[src/rtl/uart_tx_arb.sv]
// Four-requester round-robin arbiter feeding one UART transmitter.
// A requester that sends a byte without req_last keeps the transmitter until its packet ends.
//
//   state | meaning
//   IDLE  | no byte in flight; arbitrate, or hold or release a locked owner
//   SEND  | one-cycle tx_start/ack strobe for the owner's byte
//   WAIT  | byte on the line; wait for tx_done or abort on timeout
module uart_tx_arb #(
   parameter int unsigned TIMEOUT = 4096
) (
   input  logic        clk,
   input  logic        rst,
   input  logic [3:0]  req,
   input  logic [31:0] req_data,
   input  logic [3:0]  req_last,
   output logic [3:0]  ack,
   output logic [3:0]  gnt,
   output logic        tx_start,
   output logic [7:0]  tx_data,
   input  logic        tx_done,
   output logic        busy,
   output logic        err,
   output logic [15:0] byte_cnt
);

   typedef enum logic [1:0] {IDLE, SEND, WAIT} state_t;

   localparam logic [15:0] TERM_CNT = 16'(TIMEOUT - 1);

   state_t      state_q;
   logic [1:0]  ptr_q;
   logic [1:0]  owner_q;
   logic        lock_q;
   logic        last_q;
   logic [15:0] wait_q;
   logic [15:0] byte_cnt_q;
   logic [3:0]  ack_q;
   logic [3:0]  gnt_q;
   logic        tx_start_q;
   logic [7:0]  tx_data_q;
   logic        busy_q;
   logic        err_q;

   logic        pick_valid;
   logic [1:0]  pick_idx;
   logic [1:0]  cand;
   logic        go_d;
   logic [1:0]  owner_d;

   // Scan from the highest offset down so the lowest offset from ptr wins.
   always_comb begin
      pick_valid = 1'b0;
      pick_idx   = ptr_q;
      cand       = ptr_q;
      for (int k = 3; k >= 0; k--) begin
         cand = ptr_q + 2'(k);
         if (req[cand]) begin
            pick_valid = 1'b1;
            pick_idx   = cand;
         end
      end
   end

   always_comb begin
      owner_d = lock_q ? owner_q : pick_idx;
      go_d    = lock_q ? req[owner_q] : pick_valid;
   end

   always_ff @(posedge clk) begin
      if (rst) begin
         state_q    <= IDLE;
         ptr_q      <= 2'd0;
         owner_q    <= 2'd0;
         lock_q     <= 1'b0;
         last_q     <= 1'b0;
         wait_q     <= 16'd0;
         byte_cnt_q <= 16'd0;
         ack_q      <= 4'd0;
         gnt_q      <= 4'd0;
         tx_start_q <= 1'b0;
         tx_data_q  <= 8'd0;
         busy_q     <= 1'b0;
         err_q      <= 1'b0;
      end else begin
         ack_q      <= 4'd0;
         tx_start_q <= 1'b0;
         err_q      <= 1'b0;
         case (state_q)
            IDLE: begin
               // Outputs are registered, so the byte and its strobes are captured
               // on the way into SEND and are visible during the SEND cycle.
               if (go_d) begin
                  owner_q    <= owner_d;
                  last_q     <= req_last[owner_d];
                  tx_data_q  <= req_data[{owner_d, 3'b000} +: 8];
                  ack_q      <= 4'b0001 << owner_d;
                  gnt_q      <= 4'b0001 << owner_d;
                  tx_start_q <= 1'b1;
                  busy_q     <= 1'b1;
                  state_q    <= SEND;
               end else if (lock_q) begin
                  lock_q <= 1'b0;
                  ptr_q  <= owner_q + 2'd1;
               end
            end
            SEND: begin
               wait_q  <= 16'd0;
               state_q <= WAIT;
            end
            WAIT: begin
               wait_q <= wait_q + 16'd1;
               if (tx_done) begin
                  byte_cnt_q <= byte_cnt_q + 16'd1;
                  lock_q     <= ~last_q;
                  if (last_q) ptr_q <= owner_q + 2'd1;
                  gnt_q      <= 4'd0;
                  busy_q     <= 1'b0;
                  state_q    <= IDLE;
               end else if (wait_q == TERM_CNT) begin
                  err_q   <= 1'b1;
                  lock_q  <= 1'b0;
                  ptr_q   <= owner_q + 2'd1;
                  gnt_q   <= 4'd0;
                  busy_q  <= 1'b0;
                  state_q <= IDLE;
               end
            end
            default: state_q <= IDLE;
         endcase
      end
   end

   assign ack      = ack_q;
   assign gnt      = gnt_q;
   assign tx_start = tx_start_q;
   assign tx_data  = tx_data_q;
   assign busy     = busy_q;
   assign err      = err_q;
   assign byte_cnt = byte_cnt_q;

endmodule

[config.mk]
export PLATFORM = sky130hd
export DESIGN_NAME = uart_tx_arb
export DESIGN_NICKNAME = d
export VERILOG_FILES = /design/src/rtl/uart_tx_arb.sv
export SDC_FILE = /design/constraint.sdc
export NUM_CORES = 1
export LEC_CHECK = 0
export CAP_MARGIN = 10
export CORE_ASPECT_RATIO = 0.6
export CORE_MARGIN = 4
export CORE_UTILIZATION = 52
export DETAILED_ROUTE_END_ITERATION = 7
export GPL_ROUTABILITY_DRIVEN = 0
export PLACE_DENSITY = 0.81
export SLEW_MARGIN = 20
export SYNTH_ARGS = -nofsm -noshare
export SYNTH_HDL_FRONTEND = slang
export SYNTH_SLANG_ARGS = --single-unit
[constraint.sdc]
create_clock -name clk -period 6.15 [get_ports clk]
set_clock_uncertainty 0.2 [all_clocks]
set_input_delay 1.23 -clock clk [delete_from_list [all_inputs] [get_ports clk]]
set_output_delay 1.23 -clock clk [all_outputs]
set_load 0.03 [all_outputs]
After elaboration in Yosys (flattened, before gate mapping)
Index checks and enable logic that the tools add are counted.
{"block": "op_classes", "n_bitwise": 4, "n_lt_le_gt_ge": 6, "n_addsub": 6, "muxes": 46, "n_shift": 2, "n_reduce_logical": 12, "eq_ne": 8}
{"operator": "$add A16 B1 Y16 const B", "n": 2}
{"operator": "$pmux W16 S2", "n": 1}
{"operator": "$shiftx A32 B6 Y8", "n": 1}
{"operator": "$mux W2", "n": 13}
{"operator": "$lt A2 B3 Y1 const B", "n": 6}
{"operator": "$mux W1", "n": 18}
{"operator": "$eq A16 B12 Y1 const B", "n": 1}
{"operator": "$bmux W1 S2", "n": 6}
{"operator": "$mux W4", "n": 3}
{"operator": "$pmux W4 S2", "n": 1}
{"operator": "$ne A2 B2 Y1 const B", "n": 3}
{"operator": "$ne A3 B3 Y1 const B", "n": 2}
{"operator": "$pmux W2 S3", "n": 1}
{"operator": "$reduce_and A2 Y1", "n": 3}
{"operator": "$reduce_and A3 Y1", "n": 2}
{"operator": "$reduce_or A3 Y1", "n": 2}
{"operator": "$reduce_and A5 Y1", "n": 1}
{"operator": "$add A2 B1 Y2 const B", "n": 2}
{"operator": "$add A2 B2 Y2 const B", "n": 2}
{"operator": "$not A1 Y1", "n": 4}
{"operator": "$pmux W1 S2", "n": 2}
{"operator": "$pmux W2 S2", "n": 1}
{"operator": "$reduce_bool A2 Y1", "n": 2}
{"operator": "$shl A1 B2 Y4 const A", "n": 1}
{"operator": "4 further kinds", "n": 4}
{"block": "totals", "output_inout_bits": 35, "in_bits": 43, "register_bits": 59, "elab_cells": 97}

Longest topological paths before layout
Gate-level depths: netlist of the first run.
{"block": "depth", "word_depth": 11, "depth_mapped": 8, "mapped_depth_nobuf": 7}

Worst setup path after synthesis of the first run
No wires, ideal clock.
{"block": "synth_timing", "path_kind": "input to register", "from": "input req[1]", "to": "register ptr_q[0]", "path_stages": 5, "arrival_time_ns": 2.904, "t_required_ns": 5.827, "setup_ns": 0.123, "path_slack_ns": 2.923, "path_buffers": 0, "cell_sequence": "or4_4 o221a_4 a211o_1 a211oi_2 mux2_1"}
{"block": "synth_between", "elab_chain_cells": 9, "elab_cells_between_ends": 17, "classes_between": "1 x eq/ne; 15 x mux; 1 x reduce/logical"}
{"element": "from (decl)", "line": "13", "rtl": "input logic [3:0] req,"}
{"element": "$bmux W1 S2", "line": "57", "rtl": "if (req[cand]) begin"}
{"element": "$mux W1 (not written as such)", "line": "57"}
{"element": "$mux W1 (4 in series)", "line": "57"}
{"element": "$mux W1 *", "line": "66", "rtl": "go_d = lock_q ? req[owner_q] : pick_valid;"}
{"element": "$ne A2 B2 Y1 (no line) *"}
{"element": "$reduce_and A5 Y1 (no line) *"}
{"element": "to (signal assigned)", "line": "103", "rtl": "ptr_q <= owner_q + 2'd1;"}
{"element": "to (signal assigned)", "line": "115", "rtl": "if (last_q) ptr_q <= owner_q + 2'd1;"}
{"element": "to (signal assigned)", "line": "122", "rtl": "ptr_q <= owner_q + 2'd1;"}
{"element": "to (decl)", "line": "31", "rtl": "logic [1:0] ptr_q;"}
Mark *: on every way between the ends. The rest lies on a longest branch, timed or not. The select of a mux whose other input is x is not followed.
A chain may end at the register's enable or synchronous reset.

Worst setup path after layout of the first run
{"block": "layout_timing", "from": "input req[2]", "to": "register gnt_q[1] (netlist: gnt[1])"}
{"block": "layout_between", "elab_chain_cells": 10, "elab_cells_between_ends": 25, "classes_between": "1 x eq/ne; 1 x shift; 22 x mux; 1 x reduce/logical"}
{"element": "$bmux W1 S2", "line": "57"}
{"element": "$mux W1 (not written as such)", "line": "57"}
{"element": "$mux W2 (4 in series)", "line": "57"}
{"element": "$mux W2", "line": "65", "rtl": "owner_d = lock_q ? owner_q : pick_idx;"}
{"element": "$shl A1 B2 Y4", "line": "97", "rtl": "gnt_q <= 4'b0001 << owner_d;"}
{"element": "$mux W4", "line": "92", "rtl": "if (go_d) begin"}
{"element": "$pmux W4 S2", "line": "88", "rtl": "case (state_q)"}
{"element": "to (signal assigned)", "line": "97"}
{"element": "to (decl)", "line": "38", "rtl": "logic [3:0] gnt_q;"}
Parallel ways exist; a longest one is shown, timed or not. The select of a mux whose other input is x is not followed.

==> results of run 1 <==
-- kinds of logic after synthesis --
kind of cell | Yosys count | synth area share
fa+ha+maj | 6 | 0.0253
simple gates | 135 | 0.223
mux | 9 | 0.0354
buf+inv | 31 | 0.0417
xor+xnor | 24 | 0.0708
compound gates | 85 | 0.206
flops | 59 | 0.398
-- metrics by stage --
stage / total power, uW / hold slack, ns / cell area, um^2
floorplan: 585 / 0.247 / 2970
global placement: 680 / 0.242 / 3790
CTS: 1030 / 0.265 / 3990
detailed placement: 684 / 0.245 / 3790
global route: 1080 / 0.280 / 3990
finish: 1030 / 0.259 / 3990
-- final cells by class --
type                    count  area share
clock buffers              11      0.0354
clock inverters             5      0.0132
inverters                  13      0.0122
multi-input cells         259       0.420
flip-flops and latches     59       0.296
well taps                  77      0.0241
repair buffers             80       0.199
-- cells in the mapped netlist (all sizes together), types with 2 or more instances --
library cell,count,area (um^2)
nor2b,5,31.3
nand2,29,109
nor4,3,18.8
nand4,10,62.6
inv,13,48.8
mux2i,6,60.1
nand2b,3,18.8
a21boi,17,128
mux2,2,22.5
buf,3,18.8
nand3,13,65.1
ha,6,75.1
clkbuf,15,56.3
xor2,14,123
a211oi,20,155
nor3,8,40.0
or4,5,41.3
or3,8,50.1
o21ai,9,45.0
and2,2,12.5
and4,2,17.5
a211o,2,17.5
xnor2,10,87.6
dfxtp,59,1180
a21oi,15,75.1
nor2,42,158
and3,2,12.5
o31ai,9,67.6
-- power groups by stage --
stage	registers (uW)	clock network, uW	logic [uW]
3_3_place_gp	436	0	244
6_report	429	352	250
2_1_floorplan	465	0	120
5_1_grt	432	373	273
4_1_cts	429	356	249
3_5_place_dp	437	0	248
-- metal layers --
layer	global-route usage	wire length (um)	vias to the layer above
met5	0	0	-
met4	0.0679	97	0
met3	0.105	694	11
met2	0.363	3370	91
met1	0.315	3890	1336
li1	-	-	1398
-- how the worst min path moves through the flow --
stage / slack [ns] / startpoint / end
2_1_floorplan: 0.25 / last_q / last_q
3_3_place_gp: 0.24 / gnt[3] / gnt[3]
3_5_place_dp: 0.25 / gnt[2] / gnt[2]
4_1_cts: 0.27 / gnt[2] / gnt[2]
5_1_grt: 0.28 / gnt[3] / gnt[3]
6_report: 0.26 / gnt[3] / gnt[3]
-- sequential cells by signal, summed over array words and instances (netlist names) --
register / flops
ack: 4
busy: 1
byte_cnt: 16
err: 1
gnt: 4
last_q: 1
lock_q: 1
owner_q: 2
ptr_q: 2
state_q: 2
tx_data: 8
tx_start: 1
wait_q: 16
-- critical path, delay by kind of cell --
family          cells  cell delay [ns]
simple gates        2             0.98
buf+inv             1             0.53
compound gates      3             0.96
==> flow_summary.toml, run 1 <==
[outcome]
outcome = "completed"

[pwr]
p_sw_frac = 0.309
p_int_uw = 714
pwr-share-seq = 0.416
p_comb_frac = 0.243
clkPwrFrac = 0.342
ir_drop_mv = 0.149
leakage_uw = 0.00141
switchingPower_uw = 318
power_density_nw_per_um2 = 259

[critical_path]
reg2reg_slack_ns = 3.50
worstRegToRegCells = 5
end_kind = "register"
crit_start = "req[2]"
cp_slowest_cell = "a2111o_1"
slowest_delay_ns = 0.62
crit_end = "gnt[1]"
critPathRequiredTime_ns = 6.22
r2r_start = "lock_q"
start_kind = "input port"
critPathMaxFanout = 22
cp_cell_sequence = "clkdlybuf4s50_1 -> a21boi_0 -> a2111o_1 -> and2_1 -> or4_1 -> a21oi_1"
crit_type = "in2reg"
arrival_ns = 3.70
r2r-end = "gnt[1]"

[routing]
drc_errors = 0
dr.pass1.iters = 4
vias_per_cell = 5.63
ant_nets = 0
wire_per_inst_um = 16.0
vias = 2836
routed_wl_mm = 8.06
drt_iter0_drc = 100

[layout]
fill_cells = 385
final_net_count = 471
n_antenna_cell = 0
final_common_cell = "clkdlybuf4s50_1"
stdcell_count = 504
regArea_um2 = 1180
syn2layout_area_growth_pct = 34.3
drive_gt1_frac = 0.0585
layout_common_cells = "clkdlybuf4s50_1 (77), dfxtp_1 (59), nor2_1 (42)"
fin_util = 0.756
multi_input_area_um2 = 1680

[clock_tree]
cts_tree = "done"
cts_repair_resize_count = 0
holdBufCountCts = 0
path_clk_slew_ns = 0.07
postCtsSetupBuffers = 0
numCtsBuffers = 9
htree_num_levels = 3
clock-sinks = 59
insertion_delay_ns = 0.35
cts_root_buf = "clkbuf_8"
clockBufferDepth = 2

[floorplan]
fp.dieH_um = 66.5
num_io_pins = 78
dieArea_um2 = 7030
die_width_um = 106
initial_core_util = 0.563
rows = 20
coreArea_um2 = 5280

[sta]
worst_slew_pin_slew_ns = 0.737
fmax_ghz = 0.275
tns_ns = 0
rsz0062_at_grt = "no"
min_period_over_period = 0.591
fin_ws_ns = 2.51
finalSetupViolCount = 0
maxSlewHeadroom = 0.509
hold_viol_final = 0
final_max_slew_viol_count = 0
period_minus_slack_ns = 3.64

[placed_design]
dp_cells = 488
port_buffers = 77
place_worst_setup_slack_ns = 2.20
dp.final_hpwl_mm = 5.99

[synthesis]
syn-cell-area_um2 = 2970
syn_inst = 349
synth_edf_count = 0
synth_cell_types = 50
avgSynthCellArea_um2 = 8.51
ys_seq_elements = 59
ys_seq_area_frac = 0.398
async_reset_ff_frac = 0
ys.flop_type = "dfxtp_1"
synthesis.nets = 398
ys_warn_count = 0

[global_routing]
grt_use_total = 0.241
grt_max_degree = 31
overflow = 0
grt_first_pass_wirelength_mm = 13.2
antenna_found_initial = 0
grt_pass1_vias = 2762

[hold_path]
hold_path.class = "reg2reg"
hold-path-cell-count = 2

[flow_run]
drv_cap = 0
Note: power is estimated with default switching activity, not from simulation.
==> inputs of run 2 (changes only) <==
- CORE_UTILIZATION: 52 -> 44
- PLACE_DENSITY: 0.81 -> 0.72
- clock period: 6.15 -> 3.2 ns (I/O delays scaled with it)
==> run 2 against run 1 <==
Compared with the run above: count of clock-buffer cells in the layout unchanged; worst setup slack got worse by 2.1 ns; die area increased by 16%; total power increased by 120%; sequential cell count unchanged; critical path type unchanged; highest routed layer unchanged.
==> flow_summary.toml, run 2 (synthesis results as in run 1) <==
[critical_path]
crit_type = "in2reg"
cpLargestDelayFamily = "compound AO/OA/AOI/OAI gates"
critPathRequiredTime_ns = 3.21
slowest_delay_ns = 0.55
start_kind = "input port"
crit_start = "req[1]"
cp_cell_sequence = "clkdlybuf4s50_1 -> or4_4 -> o221a_4 -> a211o_1 -> a211oi_2 -> mux2_1"
path_buf_inv = 1
cp_slowest_cell = "or4_4"
critPathMaxFanout = 3
r2r_start = "lock_q"
arrival_ns = 2.82
end_kind = "register"

[sta]
finalSetupViolCount = 0
min_period_over_period = 0.879
hold_viol_final = 0
rsz0062_at_grt = "no"
maxSlewHeadroom = 0.523
worst_slew_pin_slew_ns = 0.716
tns_ns = 0
final_max_slew_viol_count = 0
period_minus_slack_ns = 2.81
fmax_ghz = 0.356

[clock_tree]
postCtsSetupBuffers = 0
cts_repair_resize_count = 0
path_clk_slew_ns = 0.05
clockBufferDepth = 2
cts_tree = "done"
htree_num_levels = 3
cts_root_buf = "clkbuf_16"
clock-sinks = 59
holdBufCountCts = 0
numCtsBuffers = 9
insertion_delay_ns = 0.32

[routing]
vias_per_cell = 5.45
drc_errors = 0
ant_nets = 0
dr.pass1.iters = 4
routed_wl_mm = 8.28
drt_iter0_drc = 211
vias = 2842
wire_per_inst_um = 15.9

[global_routing]
grt_max_degree = 30
grt_pass1_vias = 2740
grt_use_total = 0.204
antenna_found_initial = 0
grt_first_pass_wirelength_mm = 13.4
overflow = 0

[floorplan]
rows = 22
coreArea_um2 = 6330
fp.dieH_um = 71.6
initial_core_util = 0.469
die_width_um = 114
num_io_pins = 78
dieArea_um2 = 8170

[layout]
fill_cells = 540
layout_common_cells = "clkdlybuf4s50_1 (77), dfxtp_1 (59), nor2_1 (42)"
final_net_count = 481
stdcell_count = 521
final_common_cell = "clkdlybuf4s50_1"
syn2layout_area_growth_pct = 40.6
n_antenna_cell = 0
drive_gt1_frac = 0.0801

[hold_path]
holdCritStartpoint = "gnt[0]"
hold_path.class = "reg2reg"

[pwr]
p_int_uw = 1630
ir_drop_mv = 0.351
pwr-share-seq = 0.364
power_density_nw_per_um2 = 544
switchingPower_uw = 640
clkPwrFrac = 0.415
leakage_uw = 0.00150
p_comb_frac = 0.221
p_sw_frac = 0.282

[flow_run]
drv_cap = 0

[placed_design]
dp.final_hpwl_mm = 6.15
dp_cells = 505
port_buffers = 77

[outcome]
outcome = "completed"
[run 2: cell types whose count changed in the layout (fill, tap and decap cells not counted), sizes merged]
cell,delta
buf,+10
[run 2: worst reg2reg max path: cells and delay by family (launching register included)]
family	cells	cell delay, ns
compound gates	3	0.84
simple gates	1	0.61
mux	1	0.35
flops	1	0.44
[run 2: worst paths after layout]
kind | endpoint | slack [ns] | cells after the start
worst min-delay path | gnt[0] | 0.26 | 2
worst max-delay path | ptr_q[0] | 0.39 | 6
worst max register to register | ptr_q[0] | 0.65 | 5
worst min register to register | gnt[0] | 0.26 | 2
[run 2: power by group through the flow]
stage | clock (uW) | sequential, uW | combinational (uW)
floorplan | 0 | 894 | 231
global placement | 0 | 838 | 493
detailed placement | 0 | 839 | 499
CTS | 952 | 825 | 502
global route | 991 | 830 | 541
finish | 943 | 825 | 501
[run 2: final cells by class]
type | count | area [um^2] | area share
inverter | 13 | 48.8 | 0.0117
tap | 84 | 105 | 0.0252
clock buffer | 11 | 243 | 0.0581
sequential | 59 | 1180 | 0.283
timing repair buffer | 90 | 868 | 0.208
clock inverter | 5 | 52.6 | 0.0126
multi-input combinational | 259 | 1680 | 0.402
[run 2: layer usage]
metal | vias up | track usage | share of wire
met5 | - | 0 | 0
met4 | 0 | 0.0514 | 0.0076
met3 | 5 | 0.0844 | 0.088
met2 | 82 | 0.311 | 0.43
met1 | 1327 | 0.271 | 0.47
li1 | 1428 | - | -
[run 2: metrics by stage]
stage	setup slack [ns]	cell area, um^2	total power (uW)	util	hold WS (ns)
2_1_floorplan	0.563	2970	1120	-	0.247
3_3_place_gp	0.0921	3880	1330	0.612	0.244
3_5_place_dp	0.0614	3880	1340	0.612	0.246
4_1_cts	0.384	4170	2280	0.659	0.260
5_1_grt	0.299	4180	2360	0.659	0.283
6_report	0.388	4180	2270	0.659	0.262
